`src/rtl/fp_add_pkg.sv`:
```
// FP32 field layout and zero-operand helpers shared by the FloatingAdd issue stage.
package fp_add_pkg;

  localparam int FP_EXP_W = 8;
  localparam int FP_MAN_W = 23;
  localparam int FP_W     = 1 + FP_EXP_W + FP_MAN_W;

  typedef struct packed {
    logic                sign;
    logic [FP_EXP_W-1:0] exp;
    logic [FP_MAN_W-1:0] man;
  } fp32_t;

  // A zero exponent (true zero or denormal) is treated as zero.
  function automatic logic fp_is_zero(fp32_t v);
    return v.exp == '0;
  endfunction

  // Result of A +/- B when at least one operand is zero.
  function automatic fp32_t fp_zero_result(fp32_t a, fp32_t b, logic negate);
    fp32_t r;
    if (fp_is_zero(a) && fp_is_zero(b)) begin
      r = '0;
    end else if (fp_is_zero(a)) begin
      r = '{sign: b.sign ^ negate, exp: b.exp, man: b.man};
    end else begin
      r = a;
    end
    return r;
  endfunction

endpackage

```
`src/rtl/fp_add_issue_stage_if.sv`:
```
// Request and response handshakes of the FloatingAdd issue stage.
interface fp_add_issue_stage_if #(
  parameter int TAG_W = 4
);

  logic             req_valid;
  logic             req_ready;
  logic [31:0]      req_a;
  logic [31:0]      req_b;
  logic             req_negate;
  logic [TAG_W-1:0] req_tag;

  logic             rsp_valid;
  logic             rsp_ready;
  logic [31:0]      rsp_data;
  logic [TAG_W-1:0] rsp_tag;

  modport master (
    output req_valid, req_a, req_b, req_negate, req_tag,
    input  req_ready,
    input  rsp_valid, rsp_data, rsp_tag,
    output rsp_ready
  );

  modport slave (
    input  req_valid, req_a, req_b, req_negate, req_tag,
    output req_ready,
    output rsp_valid, rsp_data, rsp_tag,
    input  rsp_ready
  );

endinterface

```
`src/rtl/fp_result_fifo.sv`:
```
// Synchronous result FIFO; push is never checked against full because the caller holds credits.
module fp_result_fifo #(
  parameter int DEPTH = 4,
  parameter int WIDTH = 36
) (
  input  logic                       clk,
  input  logic                       reset,
  input  logic                       push_i,
  input  logic [WIDTH-1:0]           wdata_i,
  input  logic                       pop_i,
  output logic [WIDTH-1:0]           rdata_o,
  output logic [$clog2(DEPTH+1)-1:0] count_o
);

  localparam int PTR_W = $clog2(DEPTH);
  localparam int CNT_W = $clog2(DEPTH + 1);

  logic [WIDTH-1:0] mem_q [DEPTH];
  logic [PTR_W-1:0] wr_ptr_q, wr_ptr_d;
  logic [PTR_W-1:0] rd_ptr_q, rd_ptr_d;
  logic [CNT_W-1:0] count_q, count_d;
  logic             do_pop;

  assign do_pop  = pop_i && (count_q != '0);
  assign rdata_o = mem_q[rd_ptr_q];
  assign count_o = count_q;

  // NOTE: every always_comb output gets a default first so no path can infer a latch.
  always_comb begin
    wr_ptr_d = wr_ptr_q;
    rd_ptr_d = rd_ptr_q;
    count_d  = count_q;
    if (push_i) wr_ptr_d = wr_ptr_q + PTR_W'(1);
    if (do_pop) rd_ptr_d = rd_ptr_q + PTR_W'(1);
    case ({push_i, do_pop})
      2'b10:   count_d = count_q + CNT_W'(1);
      2'b01:   count_d = count_q - CNT_W'(1);
      default: count_d = count_q;
    endcase
  end

  // NOTE: sequential state uses non-blocking assignments so all registers update together.
  always_ff @(posedge clk) begin
    if (reset) begin
      wr_ptr_q <= '0;
      rd_ptr_q <= '0;
      count_q  <= '0;
    end else begin
      wr_ptr_q <= wr_ptr_d;
      rd_ptr_q <= rd_ptr_d;
      count_q  <= count_d;
    end
  end

  // NOTE: storage is not reset; count_q gates every read, so stale entries are never visible.
  always_ff @(posedge clk) begin
    if (push_i) mem_q[wr_ptr_q] <= wdata_i;
  end

endmodule

```
`src/rtl/fp_add_issue_stage.sv`:
```
// Issue stage in front of the registered FloatingAdd unit: credit-limited accept, in-order tagged results.
// Optional build macro FP_ADD_ZERO_BYPASS_EN short-circuits zero operands past the adder result.
module fp_add_issue_stage
  import fp_add_pkg::*;
#(
  parameter int TAG_W        = 4,
  parameter int ADD_LAT      = 1,
  parameter int RESULT_DEPTH = 4
) (
  input  logic                 clk,
  input  logic                 reset,
  fp_add_issue_stage_if.slave  io,
  output logic [31:0]          add_a,
  output logic [31:0]          add_b,
  output logic                 add_negate,
  input  logic [31:0]          add_result,
  output logic                 busy
);

  localparam int PIPE_D = ADD_LAT + 1;
  localparam int CNT_W  = $clog2(RESULT_DEPTH + 1);

  typedef struct packed {
    fp32_t            data;
    logic [TAG_W-1:0] tag;
  } fp_rsp_t;

  logic             accept;
  logic             pop;
  logic [CNT_W-1:0] occ_q, occ_d;
  logic [CNT_W-1:0] fifo_count;
  fp32_t            add_a_q, add_b_q;
  logic             add_negate_q;
  logic [PIPE_D-1:0] vld_q;
  logic [TAG_W-1:0]  tag_q [PIPE_D];
  fp32_t            wr_data;
  fp_rsp_t          fifo_wdata, fifo_rdata;

  // Credit is taken from registered occupancy only, so rsp_ready never reaches req_ready.
  assign io.req_ready = !reset && (occ_q < CNT_W'(RESULT_DEPTH));
  assign accept       = io.req_valid && io.req_ready;
  assign pop          = io.rsp_valid && io.rsp_ready;
  assign busy         = occ_q != '0;

  always_comb begin
    occ_d = occ_q;
    case ({accept, pop})
      2'b10:   occ_d = occ_q + CNT_W'(1);
      2'b01:   occ_d = occ_q - CNT_W'(1);
      default: occ_d = occ_q;
    endcase
  end

  always_ff @(posedge clk) begin
    if (reset) begin
      occ_q        <= '0;
      add_a_q      <= '0;
      add_b_q      <= '0;
      add_negate_q <= 1'b0;
    end else begin
      occ_q <= occ_d;
      if (accept) begin
        add_a_q      <= io.req_a;
        add_b_q      <= io.req_b;
        add_negate_q <= io.req_negate;
      end
    end
  end

  assign add_a      = add_a_q;
  assign add_b      = add_b_q;
  assign add_negate = add_negate_q;

  // Valid/tag pipe matches the adder latency; a zero bit discards that cycle's adder output.
  always_ff @(posedge clk) begin
    if (reset) begin
      vld_q <= '0;
      for (int i = 0; i < PIPE_D; i++) tag_q[i] <= '0;
    end else begin
      vld_q[0] <= accept;
      tag_q[0] <= io.req_tag;
      for (int i = 1; i < PIPE_D; i++) begin
        vld_q[i] <= vld_q[i-1];
        tag_q[i] <= tag_q[i-1];
      end
    end
  end

`ifdef FP_ADD_ZERO_BYPASS_EN
  logic [PIPE_D-1:0] byp_q;
  fp32_t             byp_data_q [PIPE_D];

  always_ff @(posedge clk) begin
    if (reset) begin
      byp_q <= '0;
      for (int i = 0; i < PIPE_D; i++) byp_data_q[i] <= '0;
    end else begin
      byp_q[0]      <= fp_is_zero(io.req_a) || fp_is_zero(io.req_b);
      byp_data_q[0] <= fp_zero_result(io.req_a, io.req_b, io.req_negate);
      for (int i = 1; i < PIPE_D; i++) begin
        byp_q[i]      <= byp_q[i-1];
        byp_data_q[i] <= byp_data_q[i-1];
      end
    end
  end

  assign wr_data = byp_q[PIPE_D-1] ? byp_data_q[PIPE_D-1] : fp32_t'(add_result);
`else
  assign wr_data = fp32_t'(add_result);
`endif

  always_comb begin
    fifo_wdata      = '0;
    fifo_wdata.data = wr_data;
    fifo_wdata.tag  = tag_q[PIPE_D-1];
  end

  fp_result_fifo #(
    .DEPTH (RESULT_DEPTH),
    .WIDTH ($bits(fp_rsp_t))
  ) u_result_fifo (
    .clk     (clk),
    .reset   (reset),
    .push_i  (vld_q[PIPE_D-1]),
    .wdata_i (fifo_wdata),
    .pop_i   (pop),
    .rdata_o (fifo_rdata),
    .count_o (fifo_count)
  );

  assign io.rsp_valid = fifo_count != '0;
  assign io.rsp_data  = fifo_rdata.data;
  assign io.rsp_tag   = fifo_rdata.tag;

endmodule

```
`src/flat_wrapper.sv`:
```
// flat-port wrapper written by rule: the top's interface ports become plain ports
module fp_add_issue_stage_flat import fp_add_pkg::*;
#(
  parameter int TAG_W        = 4,
  parameter int ADD_LAT      = 1,
  parameter int RESULT_DEPTH = 4
)
  (clk, reset, add_a, add_b, add_negate, add_result, busy, io_req_valid, io_req_a, io_req_b, io_req_negate, io_req_tag, io_req_ready, io_rsp_valid, io_rsp_data, io_rsp_tag, io_rsp_ready);
  fp_add_issue_stage_if #(.TAG_W(TAG_W)) io_i ();
  input  logic clk;
  input  logic reset;
  output logic [31:0] add_a;
  output logic [31:0] add_b;
  output logic add_negate;
  input  logic [31:0] add_result;
  output logic busy;
  input wire logic [$bits(io_i.req_valid)-1:0] io_req_valid;
  input wire logic [$bits(io_i.req_a)-1:0] io_req_a;
  input wire logic [$bits(io_i.req_b)-1:0] io_req_b;
  input wire logic [$bits(io_i.req_negate)-1:0] io_req_negate;
  input wire logic [$bits(io_i.req_tag)-1:0] io_req_tag;
  output wire logic [$bits(io_i.req_ready)-1:0] io_req_ready;
  output wire logic [$bits(io_i.rsp_valid)-1:0] io_rsp_valid;
  output wire logic [$bits(io_i.rsp_data)-1:0] io_rsp_data;
  output wire logic [$bits(io_i.rsp_tag)-1:0] io_rsp_tag;
  input wire logic [$bits(io_i.rsp_ready)-1:0] io_rsp_ready;
  assign io_i.req_valid = io_req_valid;
  assign io_i.req_a = io_req_a;
  assign io_i.req_b = io_req_b;
  assign io_i.req_negate = io_req_negate;
  assign io_i.req_tag = io_req_tag;
  assign io_req_ready = io_i.req_ready;
  assign io_rsp_valid = io_i.rsp_valid;
  assign io_rsp_data = io_i.rsp_data;
  assign io_rsp_tag = io_i.rsp_tag;
  assign io_i.rsp_ready = io_rsp_ready;
  fp_add_issue_stage #(.TAG_W(TAG_W), .ADD_LAT(ADD_LAT), .RESULT_DEPTH(RESULT_DEPTH)) u_core (.clk(clk), .reset(reset), .io(io_i), .add_a(add_a), .add_b(add_b), .add_negate(add_negate), .add_result(add_result), .busy(busy));
endmodule
```
`config.mk`:
```
export PLATFORM = sky130hd
export DESIGN_NAME = fp_add_issue_stage_flat
export DESIGN_NICKNAME = d
export VERILOG_FILES = /design/src/rtl/fp_add_pkg.sv /design/src/rtl/fp_add_issue_stage_if.sv /design/src/rtl/fp_result_fifo.sv /design/src/rtl/fp_add_issue_stage.sv /design/src/flat_wrapper.sv
export SDC_FILE = /design/constraint.sdc
export NUM_CORES = 1
export LEC_CHECK = 0
export BUFFER_PORTS_ARGS = -buffer_cell sky130_fd_sc_hd__buf_2
export CELL_PAD_IN_SITES_DETAIL_PLACEMENT = 1
export CELL_PAD_IN_SITES_GLOBAL_PLACEMENT = 1
export CORE_ASPECT_RATIO = 1.75
export CORE_MARGIN = 10
export CORE_UTILIZATION = 46
export CTS_CLUSTER_DIAMETER = 200
export DETAILED_ROUTE_END_ITERATION = 6
export PLACE_DENSITY_LB_ADDON = 0.1
export SLEW_MARGIN = 10
export SYNTH_ARGS = -nofsm -noshare
export SYNTH_HDL_FRONTEND = slang
export SYNTH_SLANG_ARGS = --single-unit
export TNS_END_PERCENT = 50
```
`constraint.sdc`:
```
create_clock -name clk -period 4.1 [get_ports clk]
set_input_delay 0.615 -clock clk [delete_from_list [all_inputs] [get_ports clk]]
set_output_delay 0.615 -clock clk [all_outputs]
set_load 0.02 [all_outputs]
```
==> reports/metrics.csv, run 1 <==
stage,metric,value,unit
worst_setup_path,Worst Path Buf+Inv,2,
sta,clock skew,0.00844,ns
logic_synthesis,sequential fraction of the synthesis area,71.5,%
placed_design,cell total after placement,973,
detailed_routing,WL/cell,19.4,µm
worst_setup_path,startpoint types,flip-flop,
logic_synthesis,cells after synthesis,558,
cts,H-tree Lvls,1,
detailed_routing,final wirelength,19600,µm
cells_and_area,Layout Utilization,57.3,%
power,Leak,3.89,nW
power,Switching Power,1.50,mW
job,Max Cap Viol,0,
sta,Max Freq,329,MHz
power,P_int,4.12,mW
worst_setup_path,WS Path Type,reg -> out,
sta,min Tclk post-route,3.04,ns
power,power per cell area,544,mW/mm²
cts,Post-CTS Setup Bufs,0,
cts,CTS Hold Bufs,0,
detailed_routing,DRT Pass-1 Iters,4,
sta,"Hold Vio Cnt, Final",0,
floorplanning,initial core utilization,47.0,%
sta,worst slew pin tran,1.09,ns
power,Switching Fraction,26.7,%
logic_synthesis,Mapped Area,0.00849,mm²
placed_design,Port Buffer Count,208,
logic_synthesis,#FFs+latches synth,231,
logic_synthesis,post-synth top area share,51.0,%
cts,CTS resizes,0,
worst_setup_path,CP Capture Type,output port,
logic_synthesis,largest cells by area after synthesis,"edfxtp_1 (51%), dfxtp_1 (21%), mux4_2 (9.6%)",
worst_setup_path,Critical Path AT,2.43,ns
floorplanning,Chip Width,123,µm
logic_synthesis,Avg Inst Size Synth,15.2,µm²
worst_setup_path,worst r2r dst,u_core.u_result_fifo.count_o[2]$_SDFFE_PP0P_,
global_routing,GR Overflow Total,0,
worst_setup_path,R2R setup slack,2.11,ns
placed_design,placed wire-length estimate,13800,µm
logic_synthesis,post-synth cell types,26,
worst_setup_path,Worst Setup EP,io_rsp_data[23],
worst_setup_path,Worst path slowest cell,dfxtp_2,
detailed_routing,Via density,5.08,
sta,RSZ-0062 raised after global routing,false,
cts,root buf cell,clkbuf_16,
worst_hold_path,Hold Path Class,in -> reg,
floorplanning,die footprint,0.0245,mm²
sta,hold slack final,0.319,ns
global_routing,global-route wire length before repair,30700,µm
floorplanning,Die Y,200,µm
cts,Clock Latency Late Sink,0.49,ns
global_routing,Overall Global Routing Usage,15.7,%
worst_setup_path,CP Depth,3,
worst_setup_path,Worst path max stage delay,0.85,ns
detailed_routing,Routed Antenna Nets,0,
logic_synthesis,Mapped Nets,671,
power,worst-case vdd ir drop,0.370,mV
floorplanning,IO Count,209,
cells_and_area,Nets,875,
sta,Final Setup Violations,0,
detailed_routing,Via Count,5135,
worst_setup_path,Register-to-Register Path Depth,7,
run_status,outcome,"finished, final reports clean",
cts,"CTS clk-pin slew, worst paths",0.06,ns
global_routing,largest net degree at the start of global routing,132,
cts,Max Root-Sink Buffers,3,
logic_synthesis,Synth Warn #,0,
global_routing,initial antenna violation count,1,
cells_and_area,Fillers,1860,
power,Reg power frac,48.3,%
sta,Setup Total Neg Slack,0,ns
logic_synthesis,most area-hungry cell type in the Yosys netlist,edfxtp_1,
sta,Worst Slack Setup Final,1.06,ns
detailed_routing,DR DRC count,0,
worst_setup_path,required time worst endpoint,3.48,ns
sta,final worst-path cycle share,74.2,%
detailed_routing,initial DRC count,265,
cells_and_area,"Area growth, synth to finish",21.9,%
placed_design,GP Congestion,0.744,
placed_design,Setup WS pre-CTS,1.44,ns
cts,Num CTS Buffers,21,
global_routing,vias in the first global route,5819,
cells_and_area,layout cell share with drive strength beyond 1,37.0,%
worst_setup_path,crit-path cells,buf_4 > mux4_2 > buf_2,
floorplanning,Cell Rows,65,
cts,CTS tree,built,
worst_setup_path,crit path max fanout,23,
sta,Final Slew Violations,0,
worst_setup_path,reg2reg start,u_core.u_result_fifo.count_o[0]$_SDFFE_PP0P_,
worst_setup_path,CP top delay family,flip-flops,
cells_and_area,Post-Layout Cell Count,1011,
power,Comb pwr share,18.0,%
power,Clock Power Share,33.8,%
floorplanning,CORE AREA,0.0181,mm²
sta,Max transition margin,27.3,%
cts,clock sink count,231,
[final cells by class]
| cell class | count | area (µm²) | area share [%] |
|---|---|---|---|
| antenna | 1 | 2.50 | 0.0242 |
| clock buffer | 25 | 551 | 5.32 |
| clock inverter | 12 | 118 | 1.14 |
| inverter | 10 | 37.5 | 0.363 |
| multi-input combinational | 286 | 2200 | 21.3 |
| sequential | 231 | 6070 | 58.7 |
| tap | 234 | 293 | 2.83 |
| timing repair buffer | 212 | 1070 | 10.4 |
[cell usage after synthesis]
library cell    n
edfxtp_1      144
dfxtp_1        87
nand2_1        65
nand2b_1       65
o21ai_0        56
mux4_2         36
clkbuf_1       12
nor2_1         12
o21ai_1        11
buf_4          10
inv_1          10
nor2b_1         9
ha_1            6
buf_2           5
xor2_1          5
a21oi_1         4
and2_1          4
or3_1           4
buf_6           3
fa_1            2
o31a_1          2
xnor2_1         2
clkbuf_2        1
mux2i_1         1
nor3b_4         1
o311ai_0        1
[worst min-delay path by stage]
stage | from | slack, ns | cells past startpoint | end
6_report | io_req_a[10] | 0.32 | 3 | u_core.add_a[10]$_SDFFE_PP0P_
5_1_grt | io_req_a[7] | 0.33 | 3 | u_core.add_a[7]$_SDFFE_PP0P_
4_1_cts | io_req_a[10] | 0.31 | 3 | u_core.add_a[10]$_SDFFE_PP0P_
3_5_place_dp | u_core.tag_q[0][0]$_SDFF_PP0_ | 0.43 | 1 | u_core.tag_q[0][4]$_SDFF_PP0_
2_1_floorplan | u_core.tag_q[0][0]$_SDFF_PP0_ | 0.41 | 1 | u_core.tag_q[0][4]$_SDFF_PP0_
3_3_place_gp | u_core.vld_q[0]$_SDFF_PP0_ | 0.42 | 1 | u_core.vld_q[1]$_SDFF_PP0_
[cells by family (layout without fill, tap and decap cells)]
kind of cell,after synthesis,after routing,synth area share [%]
flops,231,231,71.5
mux,37,37,9.67
other cells,0,1,0
simple gates,160,160,9.67
fa+ha+maj,8,8,1.36
buf+inv,41,259,2.61
compound gates,74,74,4.50
xor+xnor,7,7,0.722
[power groups by stage]
stage / Combinational [mW] / Sequential (mW) / Clock, mW
6_report: 1.01 / 2.71 / 1.90
5_1_grt: 1.10 / 2.74 / 2.05
4_1_cts: 1.03 / 2.72 / 1.96
3_5_place_dp: 1.03 / 2.77 / 0
3_3_place_gp: 1.00 / 2.76 / 0
2_1_floorplan: 0.690 / 2.77 / 0
[per-stage QoR]
stage / power, mW / cell area, µm²
detailed placement: 3.80 / 9670
global placement: 3.76 / 9670
floorplan: 3.46 / 8490
finish: 5.62 / 10300
global route: 5.90 / 10300
CTS: 5.72 / 10300
[layout by cell type, fill, tap and decap left out, types with 3 or more instances in the layout]
cell type / n
buf_2: 208
edfxtp_1: 144
dfxtp_1: 85
nand2b_1: 65
nand2_1: 65
o21ai_0: 56
mux4_2: 36
clkbuf_16: 21
nor2_1: 12
o21ai_1: 11
inv_1: 10
nor2b_1: 9
ha_1: 6
xor2_1: 5
and2_2: 4
or3_1: 4
a21oi_1: 4
clkinvlp_4: 4
clkinv_2: 4
buf_4: 4
clkbuf_1: 3
[worst reg2reg max path, cell delays in order (launching register included)]
cell and delay, ns:
dfxtp_1 0.43, o31a_1 0.22, ha_1 0.20, inv_1 0.06, fa_1 0.38, xor2_1 0.17
or3_1 0.31, a21oi_1 0.14
[flip-flops by register name (all words and copies together) (netlist names), named ones only]
| name | cells |
|---|---|
| u_core.add_negate | 1 |
| u_core.occ_q | 3 |
| u_core.add_b | 32 |
| u_core.u_result_fifo.count_o | 3 |
| u_core.u_result_fifo.mem_q | 144 |
| u_core.tag_q | 8 |
| u_core.u_result_fifo.rd_ptr_q | 2 |
| u_core.add_a | 32 |
| u_core.vld_q | 2 |
| u_core.u_result_fifo.wr_ptr_q | 2 |
[routing by layer]
metal	share of wire, %	global-route usage (%)	vias up
met4	2.1	4.21	0
met3	10	6.64	25
met1	35	16.2	2532
met2	53	28.3	177
met5	0	0	-
li1	-	-	2401
Power figures use the tool's default switching activity.
==> run 2, diff against run 1 <==
--- a/config.mk
+++ b/config.mk
@@ -10,7 +10,7 @@
 export CELL_PAD_IN_SITES_GLOBAL_PLACEMENT = 1
 export CORE_ASPECT_RATIO = 1.75
 export CORE_MARGIN = 10
-export CORE_UTILIZATION = 46
+export CORE_UTILIZATION = 39
 export CTS_CLUSTER_DIAMETER = 200
 export DETAILED_ROUTE_END_ITERATION = 6
 export PLACE_DENSITY_LB_ADDON = 0.1
==> constraint.sdc (replaced) <==
create_clock -name clk -period 2.49 [get_ports clk]
set_input_delay 0.3735 -clock clk [delete_from_list [all_inputs] [get_ports clk]]
set_output_delay 0.3735 -clock clk [all_outputs]
set_load 0.02 [all_outputs]
==> reports/metrics.csv, run 2 (same netlist as run 1, synthesis figures left out) <==
stage,metric,value,unit,change
floorplanning,Chip Width,132,µm,+7.2%
cells_and_area,Fillers,2256,,+21%
cts,Num CTS Buffers,21,,unchanged
power,total design power,9.07,mW,+61%
detailed_routing,DRT Pass-1 Iters,4,,unchanged
power,Reg power frac,48.6,%,+0.3 points
floorplanning,initial core utilization,39.5,%,-7.5 points
detailed_routing,Routed Antenna Nets,0,,unchanged
floorplanning,Die Y,215,µm,+7.7%
power,P_int,6.65,mW,+61%
placed_design,GP Congestion,0.736,,-1.1%
cts,Post-CTS Setup Bufs,0,,unchanged
worst_setup_path,CP top delay family,multiplexers,,
floorplanning,Cell Rows,71,,+9.2%
worst_setup_path,CP Capture Type,output port,,
power,power per cell area,867,mW/mm²,+59%
sta,Max Freq,436,MHz,
cts,Max Root-Sink Buffers,3,,unchanged
power,Leak,3.92,nW,+0.86%
global_routing,initial antenna violation count,2,,+1
detailed_routing,initial DRC count,251,,-5.3%
detailed_routing,DR DRC count,0,,unchanged
global_routing,GR Overflow Total,0,,unchanged
worst_setup_path,WS Path Type,reg -> out,,
cells_and_area,register bank with the most flops,u_core.u_result_fifo.mem_q,,
sta,Final Setup Violations,0,,unchanged
worst_hold_path,Hold Path Class,in -> reg,,
cells_and_area,"most common cell after layout, fill and taps aside",buf_2,,
placed_design,placed wire-length estimate,13700,µm,-0.27%
worst_setup_path,Worst path max stage delay,0.53,ns,-0.32 ns
sta,final worst-path cycle share,92.0,%,
worst_setup_path,Worst Path Buf+Inv,2,,unchanged
job,Max Cap Viol,0,,unchanged
sta,Setup Total Neg Slack,0,ns,unchanged
placed_design,cell total after placement,1036,,+6.5%
worst_setup_path,startpoint types,flip-flop,,
global_routing,vias in the first global route,5837,,+0.31%
placed_design,Post-Place Cell Area,0.00985,mm²,+1.8%
placed_design,Setup WS pre-CTS,0.423,ns,-1.02 ns
power,Switching Fraction,26.8,%,+0.037 points
detailed_routing,Via Count,5065,,-1.4%
global_routing,global-route wire length before repair,31500,µm,+2.8%
cells_and_area,Post-Layout Cell Count,1074,,+6.2%
worst_setup_path,required time worst endpoint,2.12,ns,-1.36 ns
run_status,outcome,"finished, final reports clean",,
cells_and_area,most frequent cells in the layout,"buf_2 (208), edfxtp_1 (144), dfxtp_1 (85)",,
sta,Max transition margin,26.8,%,-0.47 points
cells_and_area,post-route cell area,0.0105,mm²,+1.2%
cells_and_area,Largest register FFs,144,,unchanged
cts,Clock Latency Late Sink,0.48,ns,about the same
sta,RSZ-0062 raised after global routing,false,,
power,worst-case vdd ir drop,0.465,mV,+26%
sta,min Tclk post-route,2.29,ns,
cts,clock sink count,231,,unchanged
worst_setup_path,crit path max fanout,10,,-57%
cells_and_area,"Area growth, synth to finish",23.4,%,
floorplanning,die footprint,0.0283,mm²,+16%
cts,CTS tree,built,,
worst_setup_path,Worst path slowest cell,mux4_2,,
power,Comb pwr share,19.4,%,+1.4 points
detailed_routing,Via density,4.72,,-7.1%
worst_setup_path,crit-path cells,buf_4 > mux4_2 > buf_2,,
cells_and_area,Nets,880,,+0.57%
sta,clock skew,0.00718,ns,-0.00126 ns
cts,H-tree Lvls,1,,unchanged
cells_and_area,layout cell share with drive strength beyond 1,37.0,%,about the same
sta,Final Slew Violations,0,,unchanged
floorplanning,IO Count,209,,unchanged
sta,Worst Slack Setup Final,0.199,ns,-0.859 ns
cells_and_area,FF/Latch Area,0.00607,mm²,about the same
detailed_routing,final wirelength,19600,µm,about the same
sta,worst slew pin tran,1.10,ns,+0.00706 ns
power,Switching Power,2.43,mW,+62%
detailed_routing,WL/cell,18.3,µm,-5.8%
placed_design,Port Buffer Count,208,,unchanged
power,Clock Power Share,32.0,%,-1.8 points
cts,"CTS clk-pin slew, worst paths",0.06,ns,about the same
cts,root buf cell,clkbuf_16,,
sta,"Hold Vio Cnt, Final",0,,unchanged
floorplanning,CORE AREA,0.0215,mm²,+19%
global_routing,largest net degree at the start of global routing,132,,unchanged
worst_setup_path,Critical Path AT,1.92,ns,-0.51 ns
cells_and_area,Multi-input gate area,0.00220,mm²,unchanged
global_routing,Overall Global Routing Usage,13.6,%,-2.2 points
==> run 2: cell count changes in the layout (fill, tap and decap cells not counted) <==
cell / delta
clkinv_1: +1
clkinvlp_2: +1
bufinv_16: -2
clkbuf_2: +1
buf_12: +5
clkinv_2: -2
dfxtp_2: -1
clkinvlp_4: -3
clkbuf_4: +1
clkbuf_8: +1
dfxtp_4: +1
inv_1: +2
==> run 2: worst paths after layout <==
| check | endpoint | start | cells after the start | slack, ns |
|---|---|---|---|---|
| worst min-delay path | u_core.add_b[18]$_SDFFE_PP0P_ | io_req_b[18] | 3 | 0.09 |
| worst min register to register | u_core.tag_q[0][5]$_SDFF_PP0_ | u_core.tag_q[0][1]$_SDFF_PP0_ | 1 | 0.44 |
| worst max-delay path | io_rsp_data[11] | flip-flop | 3 | 0.20 |
| worst max register to register | u_core.u_result_fifo.count_o[2]$_SDFFE_PP0P_ | u_core.u_result_fifo.count_o[0]$_SDFFE_PP0P_ | 7 | 0.54 |
==> run 2: stage by stage <==
stage	util (%)	hold WS (ns)
2_1_floorplan	-	0.414
3_3_place_gp	45.8	0.420
3_5_place_dp	45.8	0.431
4_1_cts	48.7	0.0714
5_1_grt	48.7	0.0733
6_report	48.7	0.0866
==> run 2: worst register-to-register path: cells and delay by family (launching register included) <==
family	cells	cell delay, ns
compound gates	2	0.35
simple gates	1	0.30
flops	1	0.42
fa+ha+maj	2	0.58
buf+inv	1	0.06
xor+xnor	1	0.17
==> run 2: cell type report <==
class / instances / share of cell area (%)
Inverter: 10 / 0.359
Clock buffer: 28 / 5.51
Tap cell: 292 / 3.49
Multi-Input combinational cell: 286 / 21.1
Antenna cell: 1 / 0.0239
Sequential cell: 231 / 58.0
Timing Repair Buffer: 217 / 11.2
Clock inverter: 9 / 0.394
==> run 2: repair_timing <==
item	in CTS	in global routing
resized for setup	0	1
setup endpoints to repair	0	11
hold buffers	0	0
==> run 2: per-layer routing <==
layer	share of wire, %	track usage [%]
met2	52	24.1
met1	37	14.5
met3	9.2	5.56
met4	1.7	3.72
met5	0.036	0
==> run 2: power by group through the flow <==
stage          clock network [mW]  logic, mW  registers [mW]
5_1_grt                      3.17       1.93            4.44
2_1_floorplan                   0       1.14            4.56
3_5_place_dp                    0       1.81            4.49
3_3_place_gp                    0       1.76            4.48
4_1_cts                      3.01       1.82            4.41
6_report                     2.91       1.76            4.41
==> run 3, diff against run 2 <==
--- a/config.mk
+++ b/config.mk
@@ -8,13 +8,13 @@
 export BUFFER_PORTS_ARGS = -buffer_cell sky130_fd_sc_hd__buf_2
 export CELL_PAD_IN_SITES_DETAIL_PLACEMENT = 1
 export CELL_PAD_IN_SITES_GLOBAL_PLACEMENT = 1
-export CORE_ASPECT_RATIO = 1.75
+export CORE_ASPECT_RATIO = 1.5
 export CORE_MARGIN = 10
 export CORE_UTILIZATION = 39
 export CTS_CLUSTER_DIAMETER = 200
 export DETAILED_ROUTE_END_ITERATION = 6
 export PLACE_DENSITY_LB_ADDON = 0.1
-export SLEW_MARGIN = 10
+export SLEW_MARGIN = 20
 export SYNTH_ARGS = -nofsm -noshare
 export SYNTH_HDL_FRONTEND = slang
 export SYNTH_SLANG_ARGS = --single-unit
==> reports/metrics.csv, run 3 (same netlist as run 1, synthesis figures left out) <==
stage,metric,value,unit,change
run_status,outcome,"finished, final reports clean",,
sta,Max transition margin,47.3,%,+20 points
worst_setup_path,required time worst endpoint,2.12,ns,about the same
worst_hold_path,Hold Path Class,in -> reg,,
cells_and_area,Fillers,2195,,-2.7%
floorplanning,die footprint,0.0282,mm²,-0.39%
global_routing,initial antenna violation count,1,,-1
worst_setup_path,crit path max fanout,22,,+12
floorplanning,Cell Rows,66,,-7.0%
sta,worst slew pin tran,0.791,ns,-0.306 ns
cells_and_area,Multi-input gate area,0.00220,mm²,unchanged
worst_setup_path,Critical Path AT,1.99,ns,+0.07 ns
worst_setup_path,Worst Path Buf+Inv,2,,unchanged
global_routing,largest net degree at the start of global routing,132,,unchanged
cells_and_area,Nets,881,,+0.11%
cts,"CTS clk-pin slew, worst paths",0.07,ns,about the same
sta,hold slack final,0.0731,ns,-0.0134 ns
sta,Final Setup Violations,0,,unchanged
cells_and_area,most frequent cells in the layout,"buf_2 (208), edfxtp_1 (144), dfxtp_1 (85)",,
sta,min Tclk post-route,2.36,ns,+0.0721 ns
detailed_routing,DRT Pass-1 Iters,4,,unchanged
power,Comb pwr share,19.0,%,-0.4 points
placed_design,GP Congestion,0.749,,+1.8%
sta,Max Freq,423,MHz,-3.1%
sta,RSZ-0062 raised after global routing,false,,
cts,Max Root-Sink Buffers,3,,unchanged
cells_and_area,"most common cell after layout, fill and taps aside",buf_2,,
worst_setup_path,CP top delay family,multiplexers,,
power,power per cell area,892,mW/mm²,+2.9%
global_routing,Overall Global Routing Usage,14.2,%,+0.59 points
power,Switching Power,2.53,mW,+4.3%
sta,Final Slew Violations,0,,unchanged
cells_and_area,post-route cell area,0.0105,mm²,+0.45%
job,Max Cap Viol,0,,unchanged
sta,Setup Total Neg Slack,0,ns,unchanged
cts,clock sink count,231,,unchanged
cts,CTS resizes,0,,unchanged
cts,Num CTS Buffers,22,,+4.8%
detailed_routing,final wirelength,20600,µm,+5.1%
floorplanning,Chip Width,140,µm,+6.8%
cts,root buf cell,clkbuf_16,,
cts,H-tree Lvls,1,,unchanged
cells_and_area,Antenna diodes,0,,-1
sta,"Hold Vio Cnt, Final",0,,unchanged
detailed_routing,WL/cell,19.5,µm,+6.8%
cells_and_area,Largest register FFs,144,,unchanged
power,total design power,9.38,mW,+3.3%
detailed_routing,Routed Antenna Nets,0,,unchanged
cells_and_area,layout cell share with drive strength beyond 1,36.9,%,-0.14 points
placed_design,Post-Place Cell Area,0.00982,mm²,-0.25%
power,Switching Fraction,27.0,%,+0.25 points
cts,CTS tree,built,,
cells_and_area,FF/Latch Area,0.00607,mm²,about the same
global_routing,global-route wire length before repair,32400,µm,+2.8%
global_routing,GR Overflow Total,0,,unchanged
floorplanning,initial core utilization,39.4,%,-0.10 points
sta,final worst-path cycle share,94.9,%,+2.9 points
detailed_routing,Via Count,5116,,+1.0%
worst_setup_path,crit-path cells,buf_12 > mux4_2 > buf_2,,
floorplanning,IO Count,209,,unchanged
cts,Post-CTS Setup Bufs,0,,unchanged
floorplanning,Die Y,201,µm,-6.7%
cells_and_area,"Area growth, synth to finish",23.9,%,
detailed_routing,initial DRC count,167,,-33%
placed_design,Port Buffer Count,208,,unchanged
power,P_int,6.84,mW,+3.0%
cts,Clock Latency Late Sink,0.49,ns,about the same
power,Leak,3.94,nW,+0.68%
worst_setup_path,startpoint types,flip-flop,,
worst_setup_path,CP Capture Type,output port,,
power,Clock Power Share,34.1,%,+2.1 points
power,worst-case vdd ir drop,0.416,mV,-10%
cells_and_area,Layout Utilization,48.8,%,+0.096 points
worst_setup_path,Worst path max stage delay,0.56,ns,+0.03 ns
detailed_routing,DR DRC count,0,,unchanged
power,Reg power frac,46.9,%,-1.7 points
global_routing,vias in the first global route,5838,,+0.017%
floorplanning,CORE AREA,0.0216,mm²,+0.26%
sta,clock skew,0.0134,ns,+0.00620 ns
placed_design,placed wire-length estimate,14300,µm,+4.0%
worst_setup_path,Worst path slowest cell,mux4_2,,
detailed_routing,Via density,4.84,,+2.7%
worst_setup_path,WS Path Type,reg -> out,,
cts,CTS Hold Bufs,0,,unchanged
cells_and_area,register bank with the most flops,u_core.u_result_fifo.mem_q,,
run 3: cell type report:
type | count | share of cell area (%)
well taps | 272 | 3.24
clock inverters | 12 | 0.833
inverters | 10 | 0.357
flip-flops and latches | 231 | 57.7
multi-input cells | 286 | 21.0
clock buffers | 28 | 5.75
repair buffers | 217 | 11.2
run 3: final timing paths:
check	slack, ns	start	depth (start not counted)	to
setup / recovery	0.13	flip-flop	3	io_rsp_data[25]
hold / removal	0.07	io_req_a[13]	3	u_core.add_a[13]$_SDFFE_PP0P_
setup reg to reg	0.53	u_core.u_result_fifo.count_o[0]$_SDFFE_PP0P_	7	u_core.occ_q[2]$_SDFFE_PP0P_
hold reg to reg	0.44	u_core.tag_q[0][1]$_SDFF_PP0_	1	u_core.tag_q[0][5]$_SDFF_PP0_
run 3: per-layer routing:
layer  global-route usage (%)  share of wire [%]  routed length, µm  up-vias
met1                     15.2                 37               7690     2500
li1                         -                  -                  -     2423
met3                     5.87                9.7               1990       27
met2                     25.1                 51              10600      164
met5                        0              0.097                 20        -
met4                     3.44                1.7                344        2
run 3: worst reg2reg max path, cell delays in order, from the launching register on:
cell	delay, ns
dfxtp_1	0.43
o31a_1	0.20
ha_1	0.19
inv_1	0.07
fa_1	0.39
xor2_1	0.16
or3_1	0.31
a21oi_1	0.14
run 3: power groups by stage:
stage	sequential (mW)	combinational [mW]	clock (mW)
final	4.40	1.78	3.20
after CTS	4.40	1.84	3.32
after floorplan	4.56	1.14	0
after global placement	4.47	1.78	0
after global routing	4.43	1.96	3.50
after detailed placement	4.48	1.83	0
run 3: per-stage QoR:
step,setup WS [ns],instances
5_1_grt,0.00739,1056
4_1_cts,0.0571,1056
3_5_place_dp,0.398,1016
2_1_floorplan,0.391,558
6_report,0.127,1056
3_3_place_gp,0.548,1016
